### src/rtl/render_pkg.sv
// Shared constants, state encoding and register indices
// for the render pipeline stages.
package render_pkg;

  localparam int DEF_X_W    = 11;
  localparam int DEF_Y_W    = 12;
  localparam int DEF_DATA_W = 32;
  localparam int DEF_ADDR_W = 3;

  localparam int DEF_X_MAX = 1079;
  localparam int DEF_Y_MAX = 2159;

  localparam int REG_X     = 0;
  localparam int REG_Y     = 1;
  localparam int REG_W     = 2;
  localparam int REG_H     = 3;
  localparam int REG_COLOR = 4;

  localparam logic [31:0] BLUE = 32'hFF0000FF;
  localparam logic [31:0] RED  = 32'hFFFF0000;

  typedef enum logic {
    ST_IDLE = 1'b0,
    ST_SCAN = 1'b1
  } src_state_e;

endpackage

### src/rtl/raster_counter.sv
// Raster position counter: y is the fast axis, x the slow one.
// Wraps to (0,0) after (X_MAX,Y_MAX); last flags that position.
module raster_counter #(
  parameter int X_W   = 11,
  parameter int Y_W   = 12,
  parameter int X_MAX = 1079,
  parameter int Y_MAX = 2159
) (
  input  logic           clk,
  input  logic           rst,
  input  logic           clr,
  input  logic           en,
  output logic [X_W-1:0] x,
  output logic [Y_W-1:0] y,
  output logic           last
);

  if (X_MAX >= (1 << X_W)) begin : g_x_chk
    $error("X_MAX does not fit in X_W");
  end
  if (Y_MAX >= (1 << Y_W)) begin : g_y_chk
    $error("Y_MAX does not fit in Y_W");
  end

  logic [X_W-1:0] x_q, x_d;
  logic [Y_W-1:0] y_q, y_d;
  logic           y_end;
  logic           x_end;

  assign y_end = (y_q == Y_W'(Y_MAX));
  assign x_end = (x_q == X_W'(X_MAX));

  // next position: clear wins, otherwise step when enabled
  always_comb begin
    x_d = x_q;
    y_d = y_q;
    if (clr) begin
      x_d = '0;
      y_d = '0;
    end else if (en) begin
      if (y_end) begin
        y_d = '0;
        x_d = x_end ? '0 : x_q + 1'b1;
      end else begin
        y_d = y_q + 1'b1;
      end
    end
  end

  // position register
  always_ff @(posedge clk) begin
    if (rst) begin
      x_q <= '0;
      y_q <= '0;
    end else begin
      x_q <= x_d;
      y_q <= y_d;
    end
  end

  assign x    = x_q;
  assign y    = y_q;
  assign last = x_end & y_end;

endmodule

### src/rtl/pixel_stream_source.sv
// Head of the render pipeline: config writes become program
// beats; a start request streams a background-coloured frame.
module pixel_stream_source
  import render_pkg::*;
#(
  parameter int X_W    = DEF_X_W,
  parameter int Y_W    = DEF_Y_W,
  parameter int DATA_W = DEF_DATA_W,
  parameter int X_MAX  = DEF_X_MAX,
  parameter int Y_MAX  = DEF_Y_MAX,
  parameter int ADDR_W = DEF_ADDR_W
) (
  input  logic              clk,
  input  logic              rst,
  input  logic              cfg_valid,
  output logic              cfg_ready,
  input  logic [ADDR_W-1:0] cfg_addr,
  input  logic [DATA_W-1:0] cfg_data,
  input  logic              start,
  input  logic              continuous,
  input  logic [DATA_W-1:0] bg_color,
  output logic              program_out,
  output logic              pixel_valid,
  output logic [X_W-1:0]    x_out,
  output logic [Y_W-1:0]    y_out,
  output logic [DATA_W-1:0] data_out,
  output logic              frame_done,
  output logic              busy
);

  src_state_e state_q, state_d;

  logic              prog_q, prog_d;
  logic              pv_q, pv_d;
  logic [X_W-1:0]    x_q, x_d;
  logic [Y_W-1:0]    y_q, y_d;
  logic [DATA_W-1:0] data_q, data_d;
  logic              fd_q, fd_d;
  logic              busy_q, busy_d;
  logic              rdy_q, rdy_d;
  logic [DATA_W-1:0] bg_q, bg_d;
  logic              last_q, last_d;

  logic [X_W-1:0] cnt_x;
  logic [Y_W-1:0] cnt_y;
  logic           cnt_last;
  logic           cnt_clr;
  logic           cnt_en;

  raster_counter #(
    .X_W  (X_W),
    .Y_W  (Y_W),
    .X_MAX(X_MAX),
    .Y_MAX(Y_MAX)
  ) u_cnt (
    .clk (clk),
    .rst (rst),
    .clr (cnt_clr),
    .en  (cnt_en),
    .x   (cnt_x),
    .y   (cnt_y),
    .last(cnt_last)
  );

  // next state and next output beat
  always_comb begin
    state_d = state_q;
    prog_d  = 1'b0;
    pv_d    = 1'b0;
    x_d     = '0;
    y_d     = '0;
    data_d  = '0;
    fd_d    = 1'b0;
    busy_d  = 1'b0;
    rdy_d   = 1'b0;
    bg_d    = bg_q;
    last_d  = 1'b0;
    cnt_clr = 1'b0;
    cnt_en  = 1'b0;
    unique case (state_q)
      ST_IDLE: begin
        rdy_d = 1'b1;
        if (cfg_valid) begin
          prog_d = 1'b1;
          y_d    = Y_W'(cfg_addr);
          data_d = cfg_data;
        end else if (start) begin
          state_d = ST_SCAN;
          bg_d    = bg_color;
          rdy_d   = 1'b0;
          busy_d  = 1'b1;
          pv_d    = 1'b1;
          x_d     = cnt_x;
          y_d     = cnt_y;
          data_d  = bg_color;
          last_d  = cnt_last;
          cnt_en  = 1'b1;
        end
      end
      ST_SCAN: begin
        busy_d = 1'b1;
        pv_d   = 1'b1;
        x_d    = cnt_x;
        y_d    = cnt_y;
        data_d = bg_q;
        last_d = cnt_last;
        cnt_en = 1'b1;
        if (last_q) begin
          fd_d = 1'b1;
          if (continuous) begin
            bg_d   = bg_color;
            data_d = bg_color;
          end else begin
            state_d = ST_IDLE;
            busy_d  = 1'b0;
            pv_d    = 1'b0;
            x_d     = '0;
            y_d     = '0;
            data_d  = '0;
            last_d  = 1'b0;
            cnt_en  = 1'b0;
            cnt_clr = 1'b1;
            rdy_d   = 1'b1;
          end
        end
      end
      default: state_d = ST_IDLE;
    endcase
  end

  // state and registered outputs
  always_ff @(posedge clk) begin
    if (rst) begin
      state_q <= ST_IDLE;
      prog_q  <= 1'b0;
      pv_q    <= 1'b0;
      x_q     <= '0;
      y_q     <= '0;
      data_q  <= '0;
      fd_q    <= 1'b0;
      busy_q  <= 1'b0;
      rdy_q   <= 1'b1;
      bg_q    <= '0;
      last_q  <= 1'b0;
    end else begin
      state_q <= state_d;
      prog_q  <= prog_d;
      pv_q    <= pv_d;
      x_q     <= x_d;
      y_q     <= y_d;
      data_q  <= data_d;
      fd_q    <= fd_d;
      busy_q  <= busy_d;
      rdy_q   <= rdy_d;
      bg_q    <= bg_d;
      last_q  <= last_d;
    end
  end

  assign cfg_ready   = rdy_q;
  assign program_out = prog_q;
  assign pixel_valid = pv_q;
  assign x_out       = x_q;
  assign y_out       = y_q;
  assign data_out    = data_q;
  assign frame_done  = fd_q;
  assign busy        = busy_q;

endmodule

### config.mk
export PLATFORM = sky130hd
export DESIGN_NAME = pixel_stream_source
export DESIGN_NICKNAME = d
export VERILOG_FILES = /design/src/rtl/render_pkg.sv /design/src/rtl/raster_counter.sv /design/src/rtl/pixel_stream_source.sv
export SDC_FILE = /design/constraint.sdc
export NUM_CORES = 1
export LEC_CHECK = 0
export CORE_MARGIN = 10
export CORE_UTILIZATION = 35
export DETAILED_ROUTE_END_ITERATION = 16
export PLACE_DENSITY = 0.65
export SETUP_SLACK_MARGIN = 0.15
export SYNTH_ARGS = -nofsm -noshare
export SYNTH_HDL_FRONTEND = slang
export SYNTH_HIERARCHICAL = 1
export SYNTH_SLANG_ARGS = --single-unit
### constraint.sdc
create_clock -name clk -period 1.9 [get_ports clk]
set_clock_uncertainty 0.2 [all_clocks]
set_input_delay 0.475 -clock clk [delete_from_list [all_inputs] [get_ports clk]]
set_output_delay 0.475 -clock clk [all_outputs]
set_load 0.1 [all_outputs]
==> out/results.txt, run 1 <==
Status: finished with violations
Violated checks: setup timing
Area fraction in compound gates after synthesis: 0.235
Worst path depth: 6
Adder-Cell Fraction of Synth Area: 0.00594
Data required, critical path: 2.05 ns
Netlist cell types: 42
Via/cell ratio: 5.19
HPWL after DPL: 9130 um
Clock power frac: 0.477
Simple-gate share of the synthesized area: 0.138
Gr ovfl total: 0
DRC viols: 0
Worst r2r src: u_cnt/y[1]$_SDFFE_PP0P_
Die area: 16800 sq um
Antenna Violating Nets Remaining: 0
Sw Pwr: 1.87 mW
Total clock buffers created by CTS: 17
Crit share post-route: 1.05
HP Class: flop to flop
PwrDens: 944 nW/um^2
ANT cells: 0
Synth Flop Type: dfxtp_1
Commonest non-fill, non-tap cell in the layout: dfxtp_1
CP Capture Point: u_cnt/x[7]$_SDFFE_PP0P_
Nets: 649
Multiplexer share of the synthesized area: 0.00238
Largest delay share family, worst path: simple AND/OR/NAND/NOR gates
Die height: 130 um
Clock Tree Root: clkbuf_16
Unrepaired setup endpoints after global routing: true
Die W: 130 um
CP Class: flop to flop
Fin Setup TNS: -0.681 ns
Fin. Hold Viols: 0
CTS tree: done
Int Pwr: 5.57 mW
Initial Util: 0.353
Final core utilization: 0.662
Clock Latency Late Sink: 0.42 ns
Routed Wire Length: 14500 um
Slowest cell on crit path: or4_1
Setup WS pre-CTS: -0.678 ns
Post-layout minimum cycle time: 1.99 ns
Largest family of logic cells by synthesized area: compound AO/OA/AOI/OAI gates
Synth warnings: 6
Seq/Total Area, Yosys: 0.547
P&R area growth vs syn: 87.2%
Worst R2R Path Depth: 6
Antenna violations before repair: 0
Via count: 3816
Post-synth EDFFs: 0
Gate power share: 0.175
Share of cells above drive strength 1: 0.361
Crit path from: u_cnt/y[1]$_SDFFE_PP0P_
Max-slew violations: 0
Most frequent cells in the layout: dfxtp_1 (112), buf_12 (69), clkdlybuf4s50_1 (67)
XOR/XNOR Fraction of Synth Area: 0.0270
Crit path cell chain: ha_4 > nor4b_4 > buf_4 > nand4_2 > or4_1 > a21oi_1
Critical path arrival: 2.14 ns
Worst-Margin Slew: 0.544 ns
Setup crit start kind: flop
# IOs: 132
First-pass GRT wire length: 22200 um
Sw frac: 0.251
Max cap viols: 0
Worst hold start: bg_q[23]$_SDFFE_PP0P_
Avg WL per Cell: 19.8 um
Mapped Cells: 376
Critical path's largest stage delay: 0.55 ns
Syn Nets: 450
R2r setup slk: -0.09 ns
Clock Sinks: 115
First-pass iteration count of the detailed router: 4
Std-Cell Rows: 40
Clock-pin transition on the worst setup and hold timing paths: 0.05 ns
Post-synthesis async set-or-reset flop share: 0
Non-Filler Instances: 735
#FFs+latches synth: 115
Gpl congestion: 0.831
Port-buffer cells: 131
Buf+Inv Stages, Crit Path: 1
Core ar.: 11900 sq um
Max IR drop VDD: 526 uV
Crit end category: flop
CTS hold repair buffers: 0
Cell area after synthesis: 4210 sq um
Lkg Pwr: 3.39 nW
Vias in the first global route: 3979
Sequential share of power: 0.348
First DRT Iteration DRCs: 223
Setup-failing EPs final: 18
Critical Path Fanout Max: 6
Reg-to-Reg End: u_cnt/x[7]$_SDFFE_PP0P_
PnR worst setup slack: -0.0932 ns
H-Tree Depth: 4
Rel. slew slack: 0.637
Placed Cells: 674
Largest net degree at the start of global routing: 31
WHS: 0.271 ns
Global Route Usage Sum: 0.171
Max Freq: 502 MHz
Synthesized area per cell: 11.2 sq um
CTS Buffer Depth: 2
## kinds of logic (layout without fill, tap and decap cells)
kind of cell               count (synthesis)  count (layout)
and+or+nand+nor                           97              97
adders and majority gates                  2               2
DFF                                      115             115
xor gates and xnor gates                  13              13
muxes                                      1               1
AOI/OAI and AO/OA                        121             125
buffers and inverters                     27             235
## worst min path at each step
stage	endpoint	slack (ns)	cells after the start
3_5_place_dp	bg_q[11]$_SDFFE_PP0P_	0.26	1
5_1_grt	bg_q[23]$_SDFFE_PP0P_	0.29	1
2_1_floorplan	bg_q[3]$_SDFFE_PP0P_	0.24	1
3_3_place_gp	bg_q[27]$_SDFFE_PP0P_	0.26	1
4_1_cts	bg_q[24]$_SDFFE_PP0P_	0.27	1
6_report	bg_q[23]$_SDFFE_PP0P_	0.27	1
## stage by stage
stage                     instance area [sq um]  total power [mW]
after floorplan                            4260              3.27
after global placement                     6590              3.80
after detailed placement                   6590              3.82
after CTS                                  7770              7.48
after global routing                       7880              7.65
final                                      7880              7.44
## flip-flops by register name, indices dropped and copies added, names as in the netlist
name	flops
bg_q	32
busy	1
cfg_ready	1
data_out	32
frame_done	1
last_q	1
program_out	1
u_cnt/x	11
u_cnt/y	12
x_out	11
y_out	12
## synth_stat cells (3+ instances only)
cell type  instances  share of area
and2_1            21          0.031
and4_1             3         0.0062
nor2_1            21          0.019
a21oi_1            8         0.0095
nand3_1            8         0.0095
o31ai_1            3         0.0053
nand4_1            6         0.0089
or3_1              5         0.0074
xor2_1             4         0.0083
o21ai_0            5         0.0059
clkbuf_1           5         0.0045
a22o_1            65           0.14
nand2_1           11         0.0098
or4_1              4         0.0071
buf_6              9          0.024
xnor2_1            9          0.019
buf_2              6         0.0071
dfxtp_1          115           0.55
a21o_1            31          0.055
buf_4              3         0.0053
inv_1              4         0.0036
## area by class of cell
| class | count | area [sq um] |
|---|---|---|
| Clock buffer | 22 | 485 |
| Inverter | 4 | 15.0 |
| Fill cell | 859 | 4030 |
| Tap cell | 147 | 184 |
| Multi-Input combinational cell | 238 | 2000 |
| Clock inverter | 10 | 175 |
| Sequential cell | 115 | 2310 |
| Timing Repair Buffer | 199 | 2710 |
## power by group through the flow
stage               Clock (mW)  Combinational (mW)  Sequential [mW]
floorplan                    0               0.248             3.02
CTS                       3.59                1.29             2.59
global placement             0                1.17             2.63
finish                    3.55                1.30             2.59
detailed placement           0                1.18             2.64
global route              3.70                1.35             2.60
## repair_timing
item,CTS,global route
gates resized for setup,51,23
pin swaps,21,18
endpoints found under the hold margin,0,0
setup endpoints to repair,115,112
setup buffers,17,2
gates cloned,9,1
## per-layer routing
metal,track usage,wire (um),up-vias,part of all wire
met4,0.0853,449,0,0.031
li1,-,-,1788,-
met3,0.0609,1180,34,0.081
met1,0.190,5680,1826,0.39
met5,0,0,-,0
met2,0.284,7220,168,0.50
Power figures use the tool's default switching activity.
==> run 2: changes to the inputs <==
--- a/config.mk
+++ b/config.mk
@@ -5,7 +5,8 @@
 export SDC_FILE = /design/constraint.sdc
 export NUM_CORES = 1
 export LEC_CHECK = 0
-export CORE_MARGIN = 10
+export CORE_ASPECT_RATIO = 0.5
+export CORE_MARGIN = 2
 export CORE_UTILIZATION = 35
 export DETAILED_ROUTE_END_ITERATION = 16
 export PLACE_DENSITY = 0.65
==> out/results.txt, run 2 (synthesis results as in run 1) <==
Total clock buffers created by CTS: 17 (unchanged)
CTS tree: done
Via count: 3833 (+0.45%)
Fin Setup TNS: -5.70 ns (-5.02 ns)
Critical Path Fanout Max: 7 (+1)
Sw Pwr: 1.87 mW (about the same)
Die area: 13000 sq um (-23%)
Int Pwr: 5.01 mW (-10%)
Max-slew violations: 0 (unchanged)
Max Freq: 494 MHz (-1.5%)
Buf+Inv Stages, Crit Path: 4 (+3)
Unrepaired setup endpoints after global routing: true
Core ar.: 11800 sq um (-1.2%)
DRC viols: 0 (unchanged)
Gate power share: 0.189 (+0.014)
Critical path arrival: 2.18 ns (+0.04 ns)
CTS hold repair buffers: 0 (unchanged)
Rel. slew slack: 0.643 (+0.00667)
Antenna violations before repair: 0 (unchanged)
PnR worst setup slack: -0.123 ns (-0.0299 ns)
Worst R2R Path Depth: 7 (+1)
Lkg Pwr: 3.31 nW (-2.4%)
Worst path depth: 7 (+1)
Met1 usage: 0.227 (+0.0370)
Most frequent cells in the layout: dfxtp_1 (112), buf_12 (70), clkdlybuf4s50_1 (68)
First-pass iteration count of the detailed router: 4 (unchanged)
Global-route track usage on met2: 0.354 (+0.0708)
Sw frac: 0.272 (+0.0207)
First-pass GRT wire length: 20000 um (-9.8%)
H-Tree Depth: 4 (unchanged)
Met3 Use GR: 0.0510 (-0.00986)
Crit path cell chain: buf_4 > buf_6 > or4b_4 > o21ai_4 > buf_8 > clkbuf_16 > a22o_1
Setup WS pre-CTS: -0.605 ns (+0.0726 ns)
CP Class: flop to flop
Via/cell ratio: 5.09 (-2.0%)
Vias in the first global route: 3895 (-2.1%)
PwrDens: 886 nW/um^2 (-6.1%)
Gr ovfl total: 0 (unchanged)
Antenna Violating Nets Remaining: 0 (unchanged)
Die W: 159 um (+23%)
Worst-Margin Slew: 0.534 ns (-0.00998 ns)
Data required, critical path: 2.06 ns (about the same)
Max IR drop VDD: 449 uV (-15%)
Crit end category: flop
Setup crit start kind: flop
Commonest non-fill, non-tap cell in the layout: dfxtp_1
Hold Path Cell Cnt: 1 (unchanged)
Sequential share of power: 0.376 (+0.028)
Crit share post-route: 1.06 (+0.0157)
Initial Util: 0.358 (+0.00421)
Violated checks: setup timing
Clock-pin transition on the worst setup and hold timing paths: 0.06 ns (about the same)
Clock power frac: 0.434 (-0.043)
Setup-failing EPs final: 92 (+74)
Critical path's largest stage delay: 0.55 ns (about the same)
Port-buffer cells: 131 (unchanged)
Layer with the highest usage: met2
Largest net degree at the start of global routing: 27 (-13%)
WHS: 0.274 ns (+0.00264 ns)
Avg WL per Cell: 17.3 um (-12%)
Gpl congestion: 0.807 (-2.9%)
Nets: 649 (unchanged)
First DRT Iteration DRCs: 177 (-21%)
Global Route Usage Sum: 0.197 (+0.0260)
Slowest cell on crit path: or4b_4
Largest delay share family, worst path: buffers and inverters
Clock Latency Late Sink: 0.41 ns (about the same)
Fin. Hold Viols: 0 (unchanged)
Clock Tree Root: clkbuf_16
Routed Wire Length: 13000 um (-10%)
CTS Buffer Depth: 2 (unchanged)
P&R area growth vs syn: 84.2%
Post-layout minimum cycle time: 2.02 ns (+0.0299 ns)
Std-Cell Rows: 28 (-30%)
Max cap viols: 0 (unchanged)
HP Class: flop to flop
Die height: 81.6 um (-37%)
Status: finished with violations
Final core utilization: 0.659 (-0.00296)
ANT cells: 0 (unchanged)
Power Total: 6.87 mW (-7.6%)
# IOs: 132 (unchanged)
Clock Sinks: 115 (unchanged)
Share of cells above drive strength 1: 0.342 (-0.0187)
HPWL after DPL: 7730 um (-15%)
-- run 2: stage by stage --
stage | cell area, sq um | instances
final | 7750 | 753
after global routing | 7750 | 753
after CTS | 7550 | 741
after detailed placement | 6650 | 694
after global placement | 6650 | 694
after floorplan | 4260 | 376
-- run 2: what timing repair did --
action,CTS,global route
setup endpoints to repair,115,114
resized for setup,28,25
pin swaps,18,23
gates cloned,8,4
buffers inserted,7,8
-- run 2: routing by layer --
metal | vias to the layer above | share of wire
met4 | 0 | 0.019
met5 | - | 0
met3 | 21 | 0.043
met1 | 1911 | 0.42
li1 | 1800 | -
met2 | 101 | 0.52
-- run 2: layout make-up --
type | instances | area (sq um)
Sequential cell | 115 | 2310
Tap cell | 165 | 206
Fill cell | 862 | 4020
Timing Repair Buffer | 200 | 2750
Multi-Input combinational cell | 237 | 1920
Clock buffer | 22 | 474
Clock inverter | 10 | 81.3
Inverter | 4 | 15.0
-- run 2: worst reg2reg max path, delay by kind of cell, from the launching register on --
| family | cells | cell delay, ns |
|---|---|---|
| buffers and inverters | 4 | 0.59 |
| and+or+nand+nor | 1 | 0.55 |
| DFF | 1 | 0.36 |
| AOI/OAI and AO/OA | 2 | 0.28 |
-- run 2: final timing paths --
path	slack (ns)	from	end
hold reg to reg	0.27	bg_q[16]$_SDFFE_PP0P_	bg_q[16]$_SDFFE_PP0P_
setup reg to reg	-0.12	busy$_SDFF_PP0_	bg_q[23]$_SDFFE_PP0P_
hold / removal	0.27	bg_q[16]$_SDFFE_PP0P_	bg_q[16]$_SDFFE_PP0P_
setup / recovery	-0.12	busy$_SDFF_PP0_	bg_q[23]$_SDFFE_PP0P_
-- run 2: power groups by stage --
stage | sequential [mW] | clock (mW) | combinational (mW)
6_report | 2.59 | 2.99 | 1.30
5_1_grt | 2.59 | 3.15 | 1.35
4_1_cts | 2.58 | 3.04 | 1.26
3_5_place_dp | 2.63 | 0 | 1.18
3_3_place_gp | 2.63 | 0 | 1.17
2_1_floorplan | 3.02 | 0 | 0.248
